### src/rtl/difetto_bsr_pkg.sv
// Shared definitions for the difetto input/output boundary-scan registers:
// sequencer state encoding and the counter width helper.
package difetto_bsr_pkg;

  typedef enum logic [1:0] {
    IDLE    = 2'd0,
    CAPTURE = 2'd1,
    SHIFT   = 2'd2,
    UPDATE  = 2'd3
  } bsr_state_t;

  // Counter must hold 0..width without wrapping.
  function automatic int unsigned bsr_cnt_width(input int unsigned width);
    return $clog2(width + 1);
  endfunction

endpackage

### src/rtl/difetto_obsr_cell.sv
// One output boundary-scan bit: capture/shift flop, update flop and pad mux.
module difetto_obsr_cell (
  input  logic clk,
  input  logic rst_n,
  input  logic test_mode,
  input  logic capture_en,
  input  logic shift_en,
  input  logic update_en,
  input  logic d,
  input  logic si,
  output logic q,
  output logic so
);

  logic shift_q;
  logic upd_q;

  always_ff @(posedge clk or negedge rst_n) begin
    if (!rst_n) begin
      shift_q <= 1'b0;
    end else if (capture_en) begin
      shift_q <= d;
    end else if (shift_en) begin
      shift_q <= si;
    end
  end

  always_ff @(posedge clk or negedge rst_n) begin
    if (!rst_n) begin
      upd_q <= 1'b0;
    end else if (update_en) begin
      upd_q <= shift_q;
    end
  end

  assign q  = test_mode ? upd_q : d;
  assign so = shift_q;

endmodule

### src/rtl/difetto_obsr_seq.sv
// Output boundary-scan register with built-in capture/shift/update sequencer.
// Functional mode passes D to Q; test mode drives Q from the update register.
module difetto_obsr_seq
  import difetto_bsr_pkg::*;
#(
  parameter int unsigned WIDTH         = 1,
  parameter logic        CLK_POLARITY  = 1'b1,
  parameter logic        TEST_POLARITY = 1'b1
) (
  input  logic             CLK,
  input  logic             RESET_N,
  input  logic             TEST,
  input  logic             START,
  input  logic             SI,
  input  logic [WIDTH-1:0] D,
  output logic [WIDTH-1:0] Q,
  output logic             SO,
  output logic             BUSY,
  output logic             DONE
);

  localparam int unsigned   CW       = bsr_cnt_width(WIDTH);
  localparam logic [CW-1:0] CNT_LAST = CW'(WIDTH - 1);

  // Falling-edge variants run the same posedge logic on an inverted clock.
  logic aclk;
  assign aclk = CLK_POLARITY ? CLK : ~CLK;

  logic test_mode;
  assign test_mode = (TEST == TEST_POLARITY);

  bsr_state_t    state, state_nxt;
  logic [CW-1:0] cnt, cnt_nxt;
  logic          done_nxt;
  logic          capture_en, shift_en, update_en;

  always_ff @(posedge aclk or negedge RESET_N) begin
    if (!RESET_N) begin
      state <= IDLE;
      cnt   <= '0;
      DONE  <= 1'b0;
    end else begin
      state <= state_nxt;
      cnt   <= cnt_nxt;
      DONE  <= done_nxt;
    end
  end

  always_comb begin
    state_nxt  = state;
    cnt_nxt    = cnt;
    done_nxt   = 1'b0;
    capture_en = 1'b0;
    shift_en   = 1'b0;
    update_en  = 1'b0;
    case (state)
      IDLE: begin
        if (START) state_nxt = CAPTURE;
      end
      CAPTURE: begin
        capture_en = 1'b1;
        cnt_nxt    = '0;
        state_nxt  = SHIFT;
      end
      SHIFT: begin
        shift_en = 1'b1;
        cnt_nxt  = cnt + CW'(1);
        if (cnt == CNT_LAST) state_nxt = UPDATE;
      end
      UPDATE: begin
        update_en = 1'b1;
        done_nxt  = 1'b1;
        state_nxt = IDLE;
      end
      default: state_nxt = IDLE;
    endcase
  end

  assign BUSY = (state != IDLE);

  // Chain shifts toward bit 0: SI enters at the top, SO leaves from bit 0.
  logic [WIDTH-1:0] chain_so;

  for (genvar i = 0; i < WIDTH; i++) begin : g_cell
    logic cell_si;
    if (i == WIDTH - 1) begin : g_top
      assign cell_si = SI;
    end else begin : g_mid
      assign cell_si = chain_so[i+1];
    end

    difetto_obsr_cell u_cell (
      .clk        (aclk),
      .rst_n      (RESET_N),
      .test_mode  (test_mode),
      .capture_en (capture_en),
      .shift_en   (shift_en),
      .update_en  (update_en),
      .d          (D[i]),
      .si         (cell_si),
      .q          (Q[i]),
      .so         (chain_so[i])
    );
  end

  assign SO = chain_so[0];

endmodule

### config.mk
export PLATFORM = sky130hd
export DESIGN_NAME = difetto_obsr_seq
export DESIGN_NICKNAME = d
export VERILOG_FILES = /design/src/rtl/difetto_bsr_pkg.sv /design/src/rtl/difetto_obsr_cell.sv /design/src/rtl/difetto_obsr_seq.sv
export SDC_FILE = /design/constraint.sdc
export NUM_CORES = 1
export LEC_CHECK = 0
export BUFFER_PORTS_ARGS = -buffer_cell sky130_fd_sc_hd__buf_2
export CORE_AREA = 2 2 39 41
export DETAILED_ROUTE_END_ITERATION = 8
export DIE_AREA = 0 0 41 43
export SLEW_MARGIN = 15
export SYNTH_ARGS = -nofsm -noshare
export SYNTH_HDL_FRONTEND = slang
export SYNTH_SLANG_ARGS = --single-unit
### constraint.sdc
create_clock -name CLK -period 3.25 [get_ports CLK]
set_input_delay 0.65 -clock CLK [delete_from_list [all_inputs] [get_ports CLK]]
set_output_delay 0.65 -clock CLK [all_outputs]
set_load 0.01 [all_outputs]
==> run_results.csv, run 1 <==
group,metric,value,unit
critical_path,regToRegEndpoint,"state[1]",
global_routing,antenna_found_initial,0,
critical_path,ff2ff_path_depth,5,
floorplanning,rows,14,
timing,final_max_slew_viol_count,0,
synth,syn_area_per_cell,12.4,um2
placed_design,gp_congestion,0.702,
final_layout,fin_cells,55,
placed_design,dpl_worst_slack,1.43,ns
global_routing,grt_pass1_vias,223,
final_layout,drive_above_1_share,0.436,
synth,synthDistinctLibCells,12,
clocking,cts_setup_buffers,0,
final_layout,mostFrequentLayoutCell,"buf_2",
placed_design,dp_hpwl,439,um
critical_path,cp.arrival,1.17,ns
critical_path,cp_cell_sequence,"buf_2, mux2_2, buf_2",
clocking,clk_root_buffer_cell,"clkbuf_4",
timing,tightest_slew,0.147,ns
power,power_density,972,nW/um2
final_layout,area_delta_synth_final,26.1,%
timing,relSlewSlack,0.899,
critical_path,cp-end-kind,"output port",
power,finalPower,0.411,mW
final_layout,fin_util,0.306,
routing,via_count,229,
timing,max_freq,0.549,GHz
critical_path,start_kind,"input port",
flow_run,cap_violations,0,
critical_path,crit_type,"input port to output port",
critical_path,crit_buf_inv,2,
synth,synthCells,27,
clocking,clkTransAtPathRegs,0.05,ns
timing,setup_tns,0,ns
floorplanning,io_pins,10,
synth,yosys_warnings,0,
global_routing,grt.overflow.total,0,
routing,first_iter_violations,1,
synth,syn_nets,39,
clocking,cts_sinks,6,
timing,fin_skew,0.000520,ns
critical_path,critPathMostFrequentCell,"buf_2",
outcome,outcome,"completed",
routing,dr.pass1.iters,3,
placed_design,placed_cells,52,
timing,finalSetupViolCount,0,
routing,drc_errors,0,
synth,yosys.area.top_type_share,0.448,
timing,setup_ws,1.43,ns
global_routing,grt_max_degree,7,
global_routing,grt_first_pass_wirelength,924,um
timing,hold_slack,0.224,ns
floorplanning,die_x,41,um
floorplanning,initial_core_util,0.242,
clocking,cts-resized-gates,0,
floorplanning,die_h,43,um
critical_path,cp.required,2.60,ns
synth,synth.area.top_cells,"dfrtp_1 45%, ha_1 22%, mux2_2 6.7%",
routing,wl,541,um
synth,synth_top_area_cell,"dfrtp_1",
power,leakagePower,0.223,nW
critical_path,cp_slowest_stage_delay,0.31,ns
global_routing,grt_use_total,0.0848,
placed_design,numPortBuffers,9,
clocking,cts_tree,"built",
final_layout,num-fill-cells,157,
min_path,min_path_type,"input port to asynchronous set/reset pin",
placed_design,placedInstanceArea,400,um2
critical_path,path_delay_family,"multiplexers",
critical_path,startpoint,"TEST",
timing,period_needed,1.82,ns
timing,period_share,0.561,
clocking,cts_buffers,3,
final_layout,num_antenna_cells,0,
routing,wl_per_cell,9.84,um
final_layout,finalInstanceArea,423,um2
synth,yosys_register_bits,6,
timing,rsz0062_at_grt,"false",
floorplanning,dieArea,1760,um2
routing,viasPerCell,4.16,
clocking,htreeDepth,1,
timing,finalHoldViolations,0,
routing,final_antenna_net_count,0,
critical_path,slowest_stage,"mux2_2",
final_layout,final_cell_mix,"9 x buf_2, 6 x dfrtp_1, 6 x ha_1",
synth,ys_seq_area_frac,0.448,
power,vdd.ir_drop.worst,264,uV
clocking,worstSkewPairLatency,0.24,ns
synth,syn_area,335,um2
clocking,clockBufferDepth,2,
final_layout,final_net_count,53,
critical_path,r2r-start,"state[1]",
floorplanning,coreArea,1380,um2
clocking,hold_buffers,0,
critical_path,r2r_setup_slack,1.82,ns
critical_path,crit_cells,3,
critical_path,crit_fanout,1,
registers in the layout (all words and copies together) (netlist names):
name / count
DONE: 1
g_cell.u_cell.so: 1
state: 2
g_cell.u_cell.upd_q: 1
cnt: 1
layer usage:
layer | vias to the layer above | part of all wire | track usage
li1 | 115 | - | -
met1 | 110 | 0.44 | 0.105
met2 | 4 | 0.52 | 0.106
met3 | 0 | 0.037 | 0.0471
met4 | 0 | 0 | 0.0600
met5 | - | 0 | 0
cells in the mapped netlist:
library cell / n
o21ai_0: 1
dfrtp_1: 6
a2bb2oi_2: 1
nand3_1: 1
inv_1: 3
nor2_1: 2
mux2i_1: 2
mux2_4: 1
mux2_2: 2
inv_2: 1
a21oi_1: 1
ha_1: 6
cell families (layout without fill, tap and decap cells):
kind of cell             Yosys count  count (layout)  synth area share
AND/OR/NAND/NOR                    3               3            0.0373
multiplexers                       5               5             0.172
flip-flops                         6               6             0.448
AO/OA/AOI/OAI                      3               3            0.0746
buffers and inverters              4              16            0.0448
adder cells (fa/ha/maj)            6               6             0.224
final cells by class:
cell class / instances / area, um2 / area share
multi-input cells: 17 / 170 / 0.402
flip-flops and latches: 6 / 150 / 0.355
well taps: 16 / 20.0 / 0.0473
clock buffers: 3 / 22.5 / 0.0533
repair buffers: 9 / 45.0 / 0.107
inverters: 4 / 15.0 / 0.0355
worst max-delay path by stage:
stage	end	slack, ns
final	Q	1.43
after detailed placement	Q	1.43
after CTS	Q	1.43
after global routing	BUSY	1.36
after floorplan	Q	1.61
after global placement	Q	1.43
where the power goes:
| group | internal, mW | leakage (nW) | switching, mW | total, mW |
|---|---|---|---|---|
| logic | 0.103 | 0.137 | 0.0994 | 0.203 |
| registers | 0.113 | 0.0720 | 0.0265 | 0.140 |
| clock network | 0.0418 | 0.0138 | 0.0268 | 0.0686 |
No activity file was read; power rests on OpenSTA's default activity.
==> run 2, diff against run 1 <==
==> constraint.sdc (replaced) <==
create_clock -name CLK -period 1.7 [get_ports CLK]
set_input_delay 0.34 -clock CLK [delete_from_list [all_inputs] [get_ports CLK]]
set_output_delay 0.34 -clock CLK [all_outputs]
set_load 0.01 [all_outputs]
==> run 2 against run 1 <==
Compared with the run above: non-clock buffer count is 1 higher; combinational power grew 92%; routed wire length is 3.1% lower; count of clock-buffer cells in the layout unchanged; clock skew increased by 0.0028 ns; sequential power grew 89%; die area unchanged; core utilization increased by 0.72 points; critical path depth increased by 1; first-iteration DRC count grew 100%; critical endpoint is now BUSY; largest power group unchanged.
==> run_results.csv, run 2 (synthesized netlist as in run 1, its figures left out) <==
group,metric,value,unit
routing,viasPerCell,4.05,
power,power_density,1810,nW/um2
floorplanning,initial_core_util,0.242,
final_layout,area_delta_synth_final,29.1,%
global_routing,antenna_found_initial,0,
flow_run,cap_violations,0,
routing,dr.pass1.iters,2,
critical_path,r2r-start,"state[1]",
critical_path,startpoint,"state[0]",
critical_path,crit_cells,4,
routing,wl,524,um
floorplanning,coreArea,1380,um2
placed_design,placed_cells,52,
clocking,clk_root_buffer_cell,"clkbuf_4",
critical_path,path_delay_family,"flip-flops",
placed_design,dp_hpwl,414,um
clocking,worstSkewPairLatency,0.24,ns
routing,first_iter_violations,2,
critical_path,slowest_stage,"dfrtp_1",
floorplanning,io_pins,10,
timing,relSlewSlack,0.888,
power,vdd.ir_drop.worst,533,uV
clocking,cts_tree,"built",
critical_path,cp_slowest_stage_delay,0.39,ns
min_path,min_path_type,"input port to register",
critical_path,crit_end,"BUSY",
critical_path,crit_type,"register to output port",
final_layout,mostFrequentLayoutCell,"buf_2",
floorplanning,die_h,43,um
critical_path,cp.required,1.36,ns
clocking,htreeDepth,1,
critical_path,ff2ff_path_depth,5,
routing,final_antenna_net_count,0,
power,leakagePower,0.227,nW
timing,period_needed,1.48,ns
timing,fin_skew,0.00335,ns
global_routing,grt_pass1_vias,203,
critical_path,start_kind,"register",
global_routing,grt_use_total,0.0800,
final_layout,regArea,150,um2
clocking,cts_sinks,6,
min_path,min-delay-start,"SI",
timing,setup_tns,0,ns
final_layout,final_net_count,54,
critical_path,r2r_setup_slack,0.32,ns
timing,period_share,0.870,
final_layout,final_cell_mix,"9 x buf_2, 6 x dfrtp_1, 6 x ha_1",
floorplanning,die_x,41,um
critical_path,crit_buf_inv,3,
placed_design,gp_congestion,0.699,
routing,drc_errors,0,
global_routing,grt.overflow.total,0,
final_layout,num_antenna_cells,0,
critical_path,cp_cell_sequence,"inv_1, ha_1, inv_2, buf_2",
timing,rsz0062_at_grt,"false",
timing,max_freq,0.676,GHz
clocking,clkTransAtPathRegs,0.05,ns
final_layout,num-fill-cells,148,
floorplanning,rows,14,
timing,finalSetupViolCount,0,
final_layout,largest_reg_flops,2,
critical_path,cp-end-kind,"output port",
timing,tightest_slew,0.169,ns
clocking,cts-resized-gates,0,
clocking,clockBufferDepth,2,
global_routing,grt_first_pass_wirelength,855,um
global_routing,grt_max_degree,7,
critical_path,crit_fanout,5,
routing,via_count,227,
floorplanning,dieArea,1760,um2
timing,final_max_slew_viol_count,0,
routing,wl_per_cell,9.36,um
placed_design,numPortBuffers,9,
timing,finalHoldViolations,0,
final_layout,regMostFlops,"state",
final_layout,fin_cells,56,
critical_path,cp.arrival,1.14,ns
clocking,cts_buffers,3,
final_layout,drive_above_1_share,0.425,
final_layout,multi_input_area,170,um2
final_layout,fin_util,0.313,
critical_path,regToRegEndpoint,"state[1]",
outcome,outcome,"completed",
## run 2: changes by cell type in the layout (fill, tap and decap cells not counted)
cell / previous run / this run
dlygate4sd3_1: 0 / 1
## run 2: cell type report
| type | instances | area share |
|---|---|---|
| timing repair buffer | 10 | 0.127 |
| tap | 16 | 0.0462 |
| inverter | 4 | 0.0347 |
| multi-input combinational | 17 | 0.393 |
| sequential | 6 | 0.347 |
| clock buffer | 3 | 0.0520 |
## run 2: timing repair
item | CTS | global route
setup endpoints to repair | 0 | 0
buffers inserted | 0 | 0
hold endpoints to repair | 6 | 0
hold buffers | 1 | 0
## run 2: per-stage QoR
step	hold slack (ns)	power [mW]	setup slack, ns	area, um2
after floorplan	0.0444	0.558	0.364	335
after global placement	0.171	0.660	0.300	400
after detailed placement	0.174	0.662	0.309	400
after CTS	0.391	0.800	0.207	433
after global routing	0.405	0.861	0.141	433
final	0.402	0.784	0.222	433
## run 2: how the worst min path moves through the flow
stage	to	slack, ns	cells past startpoint
2_1_floorplan	DONE	0.04	0
3_3_place_gp	DONE	0.17	1
3_5_place_dp	g_cell[0].u_cell.upd_q	0.17	1
4_1_cts	g_cell[0].u_cell.so	0.39	3
5_1_grt	g_cell[0].u_cell.so	0.40	3
6_report	g_cell[0].u_cell.so	0.40	3
## run 2: worst reg2reg max path, delay by kind of cell, from the launching register on
kind | cells | cell delay, ns
flip-flops | 1 | 0.41
buffers and inverters | 2 | 0.16
AO/OA/AOI/OAI | 1 | 0.19
adder cells (fa/ha/maj) | 1 | 0.20
multiplexers | 1 | 0.31
## run 2: metal layers
layer  track usage  share of wire
met5             0              0
met4        0.0600              0
met3        0.0628          0.055
met2        0.0906           0.49
met1        0.0957           0.46
## run 2: power by group
part	total, mW	internal [mW]	switching [mW]
Combinational	0.390	0.199	0.191
Sequential	0.264	0.217	0.0468
Clock	0.131	0.0798	0.0508
Total	0.784	0.496	0.289
==> run 3, diff against run 2 <==
--- a/config.mk
+++ b/config.mk
@@ -12,4 +12,5 @@
 export SLEW_MARGIN = 15
 export SYNTH_ARGS = -nofsm -noshare
 export SYNTH_HDL_FRONTEND = slang
+export SYNTH_HIERARCHICAL = 1
 export SYNTH_SLANG_ARGS = --single-unit
==> run 3 against run 2 <==
Compared with the run above: combinational power barely moved; sequential share of layout area fell by 0.30 points; fmax fell by 1.5%; synthesized area rose by 1.1%; power rose by 0.49%; critical path depth did not move; die area did not move; core utilization rose by 0.27 points; sequential power rose by 2%; clock power barely moved; highest routed layer unchanged.
==> run_results.csv, run 3 <==
group,metric,value,unit
outcome,outcome,"completed",
global_routing,grt_pass1_vias,256,
global_routing,grt_busiest_layer,"met2",
final_layout,final_net_count,53,
synth,synthDistinctLibCells,11,
synth,syn_area,339,um2
floorplanning,io_pins,10,
final_layout,area_delta_synth_final,28.8,%
timing,hold_slack,0.330,ns
power,vdd.ir_drop.worst,759,uV
synth,synth-edff-count,0,
clocking,clockBufferDepth,2,
global_routing,grt_max_degree,7,
power,leakagePower,0.234,nW
global_routing,grt_use_met1,0.0877,
global_routing,grt.overflow.total,0,
routing,dr.pass1.iters,2,
power,power_density,1810,nW/um2
global_routing,grt_use_total,0.0916,
timing,relSlewSlack,0.878,
routing,via_count,231,
synth,synthCells,26,
routing,wl_per_cell,10.6,um
power,seqPwrFrac,0.343,
floorplanning,die_h,43,um
flow_run,cap_violations,0,
synth,yosys.area.top_type_share,0.443,
placed_design,gp_congestion,0.723,
timing,period_needed,1.50,ns
final_layout,num-fill-cells,147,
timing,finalHoldViolations,0,
clocking,clk_root_buffer_cell,"clkbuf_4",
timing,rsz0062_at_grt,"false",
critical_path,startpoint,"state[0]",
final_layout,fin_cells,55,
placed_design,dp_hpwl,483,um
min_path,min_path_type,"input port to register",
timing,final_max_slew_viol_count,0,
synth,netlist_top_cells_count,"6 x dfrtp_1, 6 x ha_1, 3 x mux2i_1",
routing,wl,584,um
placed_design,placed_cells,51,
synth,synth_top_area_cell,"dfrtp_1",
synth,synth-main-ff-cell,"dfrtp_1",
min_path,min-delay-start,"D",
clocking,cts_sinks,6,
critical_path,cp.required,1.36,ns
final_layout,largest_reg_flops,2,
floorplanning,dieArea,1760,um2
synth,yosys_register_bits,6,
power,p_sw,0.288,mW
floorplanning,initial_core_util,0.245,
floorplanning,die_x,41,um
final_layout,drive_above_1_share,0.410,
timing,finalSetupViolCount,0,
global_routing,antenna_found_initial,0,
timing,period_share,0.883,
synth,yosys_warnings,6,
floorplanning,coreArea,1380,um2
final_layout,mostFrequentLayoutCell,"buf_2",
clocking,cts-resized-gates,0,
critical_path,cp.arrival,1.16,ns
final_layout,regMostFlops,"state",
placed_design,numPortBuffers,9,
clocking,cts_buffers,3,
final_layout,num_antenna_cells,0,
critical_path,crit_type,"register to output port",
clocking,cts_tree,"built",
synth,ys_seq_area_frac,0.443,
global_routing,grt_use_met3,0.0890,
final_layout,final_cell_mix,"9 x buf_2, 6 x dfrtp_1, 6 x ha_1",
synth,async_flop_share,1.00,
timing,max_freq,0.666,GHz
power,power.internal,0.501,mW
clocking,htreeDepth,1,
power,p_comb_frac,0.493,
routing,viasPerCell,4.20,
power,p_sw_frac,0.365,
routing,final_antenna_net_count,0,
routing,drc_errors,0,
clocking,worstSkewPairLatency,0.24,ns
critical_path,crit_fanout,5,
critical_path,start_kind,"register",
floorplanning,rows,14,
critical_path,r2r-start,"state[0]",
synth,synth.area.top_cells,"dfrtp_1 44%, ha_1 22%, mux2i_1 8.9%",
global_routing,grt_first_pass_wirelength,1000,um
routing,first_iter_violations,1,
clocking,clkTransAtPathRegs,0.04,ns
final_layout,multi_input_area,178,um2
timing,tightest_slew,0.182,ns
synth,syn_area_per_cell,13.0,um2
power,p_clk_frac,0.164,
timing,fin_skew,0.000272,ns
timing,setup_tns,0,ns
global_routing,grt_util_met2,0.138,
synth,syn_nets,38,
final_layout,fin_util,0.316,
final_layout,regArea,150,um2
critical_path,cp-end-kind,"output port",
-- run 3: cell type report --
class | instances | share of cell area
timing repair buffer | 10 | 0.126
inverter | 3 | 0.0258
multi-input combinational | 17 | 0.407
sequential | 6 | 0.344
clock buffer | 3 | 0.0516
tap | 16 | 0.0458
-- run 3: final timing paths --
kind,endpoint,slack (ns),cells past startpoint
min reg2reg,cnt,0.49,1
min in group asynchronous,g_cell[0].u_cell/so,0.46,2
max in group asynchronous,cnt,1.10,2
max reg2reg,state[1],0.30,5
max,BUSY,0.20,4
min,g_cell[0].u_cell/so,0.33,3
-- run 3: repair_timing --
| item | in CTS | in global routing |
|---|---|---|
| endpoints found under the setup margin | 0 | 0 |
| hold buffers | 1 | 0 |
| buffers inserted | 0 | 0 |
| hold endpoints to repair | 6 | 0 |
-- run 3: layer usage --
| metal | vias to the layer above | share of wire | wire [um] |
|---|---|---|---|
| met4 | 0 | 0 | 0 |
| li1 | 114 | - | - |
| met1 | 104 | 0.39 | 225 |
| met2 | 13 | 0.45 | 263 |
| met3 | 0 | 0.16 | 95 |
| met5 | - | 0 | 0 |
-- run 3: stage by stage --
step                worst slack (ns)  area [um2]  total power, mW
floorplan                      0.364         339            0.558
global placement               0.303         404            0.661
detailed placement             0.301         404            0.670
CTS                            0.185         437            0.807
global route                  0.0915         437            0.874
finish                         0.199         437            0.788
-- run 3: cell families after synthesis --
family / synth area share
buf+inv: 0.0332
flops: 0.443
compound gates: 0.0590
mux: 0.210
simple gates: 0.0332
fa+ha+maj: 0.221
-- run 3: power groups by stage --
| stage | clock network (mW) | registers, mW | logic, mW |
|---|---|---|---|
| after floorplan | 0 | 0.273 | 0.285 |
| after global placement | 0 | 0.268 | 0.393 |
| after detailed placement | 0 | 0.276 | 0.394 |
| after CTS | 0.136 | 0.274 | 0.396 |
| after global routing | 0.146 | 0.281 | 0.448 |
| final | 0.129 | 0.270 | 0.389 |
-- run 3: critical path: stages (launching register included) --
cell and delay [ns]:
dfrtp_1 0.40, inv_1 0.16, ha_1 0.19, inv_2 0.04, buf_2 0.13
